[src/rtl/div_if.sv]
// div_if: divider request/result bundle between the execute stage and div_iter.
interface div_if #(parameter int WIDTH = 32);
    logic               signed_div_i;
    logic [WIDTH-1:0]   opdata1_i;
    logic [WIDTH-1:0]   opdata2_i;
    logic               start_i;
    logic               annul_i;
    logic [2*WIDTH-1:0] result_o;
    logic               ready_o;
    logic               busy_o;
    modport master (
        output signed_div_i, opdata1_i, opdata2_i, start_i, annul_i,
        input  result_o, ready_o, busy_o
    );
    modport slave (
        input  signed_div_i, opdata1_i, opdata2_i, start_i, annul_i,
        output result_o, ready_o, busy_o
    );
endinterface

[src/rtl/div_iter.sv]
// div_iter: multi-cycle radix-2 restoring divider, result_o = {remainder, quotient}.
// Optional macro DIV_SHORTCUT_EN adds a one-cycle FAST path when |a| < |b|.
module div_iter #(
    parameter int WIDTH = 32,
    parameter int CNT_W = 6
) (
    input logic clk,
    input logic rst,
    div_if.slave bus
);
    typedef enum logic [2:0] {IDLE, DZ, ON, END
`ifdef DIV_SHORTCUT_EN
        , FAST
`endif
    } state_t;
    state_t             state_q;
    logic [CNT_W-1:0]   cnt_q;
    logic [WIDTH-1:0]   rem_q, quo_q, div_q, dvd_q;
    logic               sign_q_q, sign_r_q, ready_q;
    logic [2*WIDTH-1:0] result_q;
    logic               neg_a, neg_b, ge;
    logic [WIDTH-1:0]   abs_a, abs_b, diff, quo_f, rem_f;
    logic [WIDTH:0]     part;
    always_comb begin
        neg_a = bus.signed_div_i & bus.opdata1_i[WIDTH-1];
        neg_b = bus.signed_div_i & bus.opdata2_i[WIDTH-1];
        abs_a = neg_a ? -bus.opdata1_i : bus.opdata1_i;
        abs_b = neg_b ? -bus.opdata2_i : bus.opdata2_i;
        part  = {rem_q, quo_q[WIDTH-1]};
        ge    = part >= {1'b0, div_q};
        // part < 2*div whenever ge, so the difference always fits in WIDTH bits
        diff  = part[WIDTH-1:0] - div_q;
        quo_f = sign_q_q ? -quo_q : quo_q;
        rem_f = sign_r_q ? -rem_q : rem_q;
    end
    always_ff @(posedge clk or negedge rst) begin
        if (!rst) begin
            state_q  <= IDLE;
            cnt_q    <= '0;
            rem_q    <= '0;
            quo_q    <= '0;
            div_q    <= '0;
            dvd_q    <= '0;
            sign_q_q <= 1'b0;
            sign_r_q <= 1'b0;
            result_q <= '0;
            ready_q  <= 1'b0;
        end else if (state_q != IDLE && bus.annul_i) begin
            state_q  <= IDLE;
            result_q <= '0;
            ready_q  <= 1'b0;
        end else begin
            case (state_q)
                IDLE: if (bus.start_i && !bus.annul_i) begin
                    dvd_q <= bus.opdata1_i;
                    if (bus.opdata2_i == '0)
                        state_q <= DZ;
`ifdef DIV_SHORTCUT_EN
                    else if (abs_a < abs_b)
                        state_q <= FAST;
`endif
                    else begin
                        state_q  <= ON;
                        cnt_q    <= '0;
                        rem_q    <= '0;
                        quo_q    <= abs_a;
                        div_q    <= abs_b;
                        sign_q_q <= neg_a ^ neg_b;
                        sign_r_q <= neg_a;
                    end
                end
                DZ: begin
                    state_q  <= END;
                    result_q <= {dvd_q, {WIDTH{1'b1}}};
                    ready_q  <= 1'b1;
                end
`ifdef DIV_SHORTCUT_EN
                FAST: begin
                    state_q  <= END;
                    result_q <= {dvd_q, {WIDTH{1'b0}}};
                    ready_q  <= 1'b1;
                end
`endif
                ON: if (cnt_q == CNT_W'(WIDTH)) begin
                    state_q  <= END;
                    result_q <= {rem_f, quo_f};
                    ready_q  <= 1'b1;
                end else begin
                    rem_q <= ge ? diff : part[WIDTH-1:0];
                    quo_q <= {quo_q[WIDTH-2:0], ge};
                    cnt_q <= cnt_q + 1'b1;
                end
                END: if (!bus.start_i) begin
                    state_q  <= IDLE;
                    result_q <= '0;
                    ready_q  <= 1'b0;
                end
                default: state_q <= IDLE;
            endcase
        end
    end
    assign bus.result_o = result_q;
    assign bus.ready_o  = ready_q;
`ifdef DIV_SHORTCUT_EN
    assign bus.busy_o = (state_q == ON) || (state_q == DZ) || (state_q == FAST);
`else
    assign bus.busy_o = (state_q == ON) || (state_q == DZ);
`endif
endmodule
[src/flat_wrapper.sv]
// flat-port wrapper written by rule: the top's interface ports become plain ports
module div_iter_flat 
#(
    parameter int WIDTH = 32,
    parameter int CNT_W = 6
)
  (clk, rst, bus_signed_div_i, bus_opdata1_i, bus_opdata2_i, bus_start_i, bus_annul_i, bus_result_o, bus_ready_o, bus_busy_o);
  div_if #(.WIDTH(WIDTH)) bus_i ();
  input logic clk;
  input logic rst;
  input wire logic [$bits(bus_i.signed_div_i)-1:0] bus_signed_div_i;
  input wire logic [$bits(bus_i.opdata1_i)-1:0] bus_opdata1_i;
  input wire logic [$bits(bus_i.opdata2_i)-1:0] bus_opdata2_i;
  input wire logic [$bits(bus_i.start_i)-1:0] bus_start_i;
  input wire logic [$bits(bus_i.annul_i)-1:0] bus_annul_i;
  output wire logic [$bits(bus_i.result_o)-1:0] bus_result_o;
  output wire logic [$bits(bus_i.ready_o)-1:0] bus_ready_o;
  output wire logic [$bits(bus_i.busy_o)-1:0] bus_busy_o;
  assign bus_i.signed_div_i = bus_signed_div_i;
  assign bus_i.opdata1_i = bus_opdata1_i;
  assign bus_i.opdata2_i = bus_opdata2_i;
  assign bus_i.start_i = bus_start_i;
  assign bus_i.annul_i = bus_annul_i;
  assign bus_result_o = bus_i.result_o;
  assign bus_ready_o = bus_i.ready_o;
  assign bus_busy_o = bus_i.busy_o;
  div_iter #(.WIDTH(WIDTH), .CNT_W(CNT_W)) u_core (.clk(clk), .rst(rst), .bus(bus_i));
endmodule
[config.mk]
export PLATFORM = sky130hd
export DESIGN_NAME = div_iter_flat
export DESIGN_NICKNAME = d
export VERILOG_FILES = /design/src/rtl/div_if.sv /design/src/rtl/div_iter.sv /design/src/flat_wrapper.sv
export SDC_FILE = /design/constraint.sdc
export NUM_CORES = 1
export LEC_CHECK = 0
export BUFFER_PORTS_ARGS = -buffer_cell sky130_fd_sc_hd__buf_2
export CAP_MARGIN = 20
export CORE_ASPECT_RATIO = 0.5
export CORE_MARGIN = 4
export CORE_UTILIZATION = 25
export DETAILED_ROUTE_END_ITERATION = 8
export GPL_TIMING_DRIVEN = 1
export PLACE_DENSITY = 0.45
export SYNTH_ARGS = -nofsm -noshare
export SYNTH_HDL_FRONTEND = slang
export SYNTH_SLANG_ARGS = --single-unit
[constraint.sdc]
create_clock -name clk -period 3.3 [get_ports clk]
set_clock_uncertainty 0.1 [all_clocks]
set_input_delay 0 -clock clk [delete_from_list [all_inputs] [get_ports clk]]
set_output_delay 0 -clock clk [all_outputs]
set_load 0.02 [all_outputs]
# == Word level (Yosys, flattened, before mapping) ==
# Index checks and enable logic that the tools add are counted.
# word_totals
reg_bits,204
out_inout_bits,66
elab_cells,77
# classes
addsub,6
order_cmp,1
n_eq_ne,10
n_mux,31
bitwise,5
reduce_logical,14
# op_table
cell,n
32-bit 2-to-1 mux,11
64-bit 2-to-1 mux,3
64-bit case mux with 3 select lines,1
32-bit negator,4
32-bit case mux with 2 select lines,2
33-bit by 32-bit greater-or-equal comparator with 1-bit output,1
32-bit zero test,1
32-bit subtractor,1
6-bit 2-to-1 mux,3
3-bit 2-to-1 mux,4
3-bit case mux with 4 select lines,1
6-bit case mux with 2 select lines,1
3-bit AND reduction,3
"6-bit by 1-bit adder with 6-bit output, second input constant",1
"3-bit by 2-bit == test with 1-bit output, second input constant",2
"6-bit == test, second input constant",1
"3-bit by 1-bit inequality test with 1-bit output, second input constant",2
5-bit AND reduction,1
"2-bit inequality test, second input constant",2
4-bit AND reduction,1
4-bit nonzero test,1
"3-bit by 1-bit == test with 1-bit output, second input constant",1
3-bit zero test,1
1-bit 2-to-1 mux,3
12 further kinds,15

# == Longest topological paths before layout ==
# logic_depth
ltp_word,5
depth_mapped,14

# == Least setup slack after synthesis ==
# OpenSTA, ideal clock, no wires.
# synth_timing
kind,register to register
start,register u_core.rem_q[3]
end,register u_core.rem_q[0]
setup_time_ns,0.126
t_arrival_ns,3.163
t_required_ns,3.074
setup_slack_ns,-0.089
path_stages_with_launch,13
path_cell_list,dfrtp_1 -> ha_1 -> a21o_1 -> a31oi_1 -> o21a_1 -> o311a_1 -> o41a_1 -> o211ai_1 -> a41o_1 -> clkbuf_1 -> clkbuf_1 -> nor3_1 -> a221o_1
# synth_between
elab_chain_len,4
# synth_lines
item,line_no,source
start: declaration,div_iter.sv:18,"logic [WIDTH-1:0] rem_q, quo_q, div_q, dvd_q;"
start signal: assignment,div_iter.sv:89,rem_q <= ge ? diff : part[WIDTH-1:0];
33-bit by 32-bit greater-or-equal comparator with 1-bit output,div_iter.sv:30,"ge = part >= {1'b0, div_q};"
32-bit 2-to-1 mux,div_iter.sv:89,
32-bit 2-to-1 mux,div_iter.sv:84,ON: if (cnt_q == CNT_W'(WIDTH)) begin
32-bit case mux with 2 select lines,div_iter.sv:53,case (state_q)
# No other way between the ends. The select of a mux whose other input is x is not followed.
# A chain may end at the register's enable or synchronous reset.

# == Worst setup path after layout ==
# layout_timing
start,register u_core.quo_q[8]
end,register u_core.result_q[31] (netlist: u_core.bus.result_o[31])
# layout_between
elab_chain_len,5
# layout_lines
item,line_no,source
start: declaration,div_iter.sv:18,
start signal: assignment,div_iter.sv:66,quo_q <= abs_a;
start signal: assignment,div_iter.sv:90,"quo_q <= {quo_q[WIDTH-2:0], ge};"
32-bit negator,div_iter.sv:33,quo_f = sign_q_q ? -quo_q : quo_q;
32-bit 2-to-1 mux,div_iter.sv:33,
64-bit 2-to-1 mux,div_iter.sv:84,
64-bit case mux with 3 select lines,div_iter.sv:53,
64-bit 2-to-1 mux,div_iter.sv:48,end else if (state_q != IDLE && bus.annul_i) begin
end signal: assignment,div_iter.sv:74,"result_q <= {dvd_q, {WIDTH{1'b1}}};"
end signal: assignment,div_iter.sv:86,"result_q <= {rem_f, quo_f};"
end: declaration,div_iter.sv:20,logic [2*WIDTH-1:0] result_q;
# No other way between the ends. The select of a mux whose other input is x is not followed.

==> out/summary.txt <==
Max Slew Vio Count: 0
PortBufs: 134
HP Class: primary input to async pin
max frequency: 302 MHz
top cell type by total area after synthesis: dfrtp_1
Seq pwr share: 27.3%
simple-gate portion of the synthesized area: 15.8%
vias in the first global route: 11.6k
Worst path most repeated cell: or3_4
outcome: finished with violations
Clock Sinks: 203
final worst-path cycle share: 100%
Bufs and invs on worst path: 0
internal power component: 9400 uW
EDFF count, synth: 0
crit path kind: flop to flop
maxcap violations: 0
Global Route Usage Sum: 14.5%
Syn Nets: 1595
CTS max path bufs: 3
clock-pin transition on the worst setup and hold timing paths: 0.06 ns
slowest cell on the critical path: or4_4
final setup margin: -0.0122 ns
initial antenna violation count: 3
Layout area overhead: 31.0%
Via Count: 11.6k
Final Net Count: 1873
CP top delay family: simple AND/OR/NAND/NOR gates
Initial Util: 25.5%
Pwr Density: 1000 mW/mm2
worst-path fanout max: 3
Rel. slew slack: 31.4%
Synth Area in XOR/XNOR: 9.42%
Avg Inst Size Synth: 8.71 um2
Synth Area in Adders: 4.22%
total clock buffers created by CTS: 24
Crit path required time: 3.64 ns
post-synthesis sequential area ratio: 39.3%
DRT Pass-1 Iters: 5
P_leak: 0.00754 uW
CTS Root Cell: clkbuf_16
Psw: 7540 uW
DRC viols: 0
RePlAce Congestion: 0.872
H-tree depth: 1
die width: 329 um
Final Critical Period: 3.31 ns
asr flop ratio synth: 100%
Fillers: 5412
final wirelength: 40.9 mm
Vert. Die Dim: 169 um
slowest cell delay on critical path: 0.54 ns
# rows: 58
cell area after synthesis: 0.0129 mm2
complex-gate fraction of the synthesized area: 21.4%
endpoint type of the worst setup path: flop
share of layout cells above drive strength 1: 20.4%
mux contribution to synthesized area: 5.40%
Peak VDD IR: 0.369 mV
post-DR vias/cell: 4.68
first-pass GRT wire length: 65.4 mm
Worst-Skew Late Latency: 0.55 ns
Yosys warning count: 0
Final Hold Viols: 4
synth unique cells: 70
detailed placement HPWL: 30.5 mm
I/O pin cnt: 135
Yosys reg bits: 203
drt wl/cell: 16.6 um
unrepaired setup endpoints after global routing: yes
clock network power share: 16.0%
setup tns final: -0.0207 ns
grt total ovfl: 0
Final Util: 33.4%
combinational share of power: 56.8%
switching share of power: 44.5%
failing checks: hold timing, setup timing
Gate Count Post-Synth: 1483
clock tree from TritonCTS: yes
Antenna Nets Post-Route: 0
Place WS: -0.0373 ns
Worst Max-Slew Pin Slew: 1.03 ns
Post-synth top cells: dfrtp_1, nand2_1, o21ai_0
core region area: 0.0507 mm2
Top FF cell, synth: dfrtp_1
main combinational cell family by area after synthesis: compound AO/OA/AOI/OAI gates
pin count of the biggest net entering global routing: 96
CP arrival: 3.65 ns
crit-path cells: or4_4 > or3_4 > or4_4 > or3_4 > or3_4 > o31ai_4 > xnor2_1 > nand2_1 > a22o_1
Finish-stage setup viols: 2
post-synth top area share: 39.3%
synth top area cells: dfrtp_1, o21ai_0, nand2_1, xor2_1, xnor2_1
Min Hold Slack: -0.0237 ns
Critical Path Start Type: flop
Die ar.: 0.0556 mm2
Initial DRC Count: 647
[path summary, 6_finish.rpt]
check                                           to         startpoint  slack [ns]  cells past startpoint
setup reg to reg           u_core.bus.result_o[31]    u_core.quo_q[8]       -0.01                      9
min in group clk                  u_core.dvd_q[27]  bus_opdata1_i[27]        0.20                      3
hold / removal                     u_core.div_q[9]                rst       -0.02                      2
max in group asynchronous  u_core.bus.result_o[49]                rst        2.21                      3
hold reg to reg                   u_core.div_q[17]   u_core.div_q[17]        0.38                      2
setup / recovery           u_core.bus.result_o[31]    u_core.quo_q[8]       -0.01                      9
[repair_timing]
| item | in CTS | in global routing |
|---|---|---|
| buffers inserted | 0 | 4 |
| gates resized for setup | 2 | 24 |
| pin swaps | 0 | 3 |
| endpoints found under the setup margin | 5 | 44 |
| hold buffers | 87 | 0 |
| endpoints found under the hold margin | 193 | 0 |
[power by group through the flow]
stage               Sequential (uW)  Combinational (uW)  Clock (uW)
finish                         4620                9620        2710
global route                   4790               10700        2890
CTS                            4620                9540        2810
detailed placement             4650                9390           0
global placement               4650                9390           0
floorplan                      4760                5950           0
[flip-flops by register name, summed over array words and instances (netlist names)]
register	flops
u_core.state_q	2
u_core.cnt_q	6
u_core.div_q	32
u_core.dvd_q	32
u_core.bus.ready_o	1
u_core.quo_q	32
u_core.sign_r_q	1
u_core.sign_q_q	1
u_core.bus.result_o	64
u_core.rem_q	32
[metal layers]
| layer | share of wire [%] | vias to the layer above | global-route usage [%] |
|---|---|---|---|
| met5 | 0 | - | 0 |
| met2 | 47 | 160 | 24.4 |
| met3 | 2.8 | 64 | 1.98 |
| met1 | 48 | 5473 | 19.7 |
| li1 | - | 5862 | - |
| met4 | 2.5 | 0 | 3.78 |
[layout make-up]
| class | instances | area, um2 | share of cell area (%) |
|---|---|---|---|
| Antenna cell | 4 | 10.0 | 0.0591 |
| Timing Repair Buffer | 336 | 2530 | 14.9 |
| Clock buffer | 34 | 678 | 4.01 |
| Multi-Input combinational cell | 1132 | 7410 | 43.8 |
| Sequential cell | 203 | 5080 | 30.0 |
| Clock inverter | 9 | 106 | 0.628 |
| Tap cell | 690 | 863 | 5.10 |
| Inverter | 64 | 240 | 1.42 |
[cells in the final DEF (no fill, tap or decap), types with 30 or more instances in the layout]
master	netlist	routed
buf_4	1	105
mux2_2	30	30
a22oi_1	30	30
o21ai_0	160	160
o31ai_1	35	33
xor2_1	73	73
nand2_1	203	203
a21oi_1	109	107
buf_2	8	133
inv_1	63	63
dlygate4sd3_1	0	87
xnor2_1	66	66
dfrtp_1	203	201
ha_1	42	38
nor2_1	91	90
mux2i_1	36	35
[metrics by stage]
step	area [um2]	std cells	total power [uW]	hold slack, ns
3_5_place_dp	15100	2334	14000	0.0374
2_1_floorplan	12900	1483	10700	-0.396
4_1_cts	16800	2464	17000	0.00914
5_1_grt	16900	2471	18400	0.0603
3_3_place_gp	15100	2334	14000	0.0366
6_report	16900	2472	16900	-0.0237
[cell families (layout without fill, tap and decap cells)]
logic type / Yosys count / after routing
AND/OR/NAND/NOR: 439 / 439
other: 0 / 4
AO/OA/AOI/OAI: 445 / 445
XOR/XNOR: 139 / 139
buffers and inverters: 148 / 443
adder cells (fa/ha/maj): 43 / 43
flip-flops: 203 / 203
multiplexers: 66 / 66
Note: power is estimated with default switching activity, not from simulation.
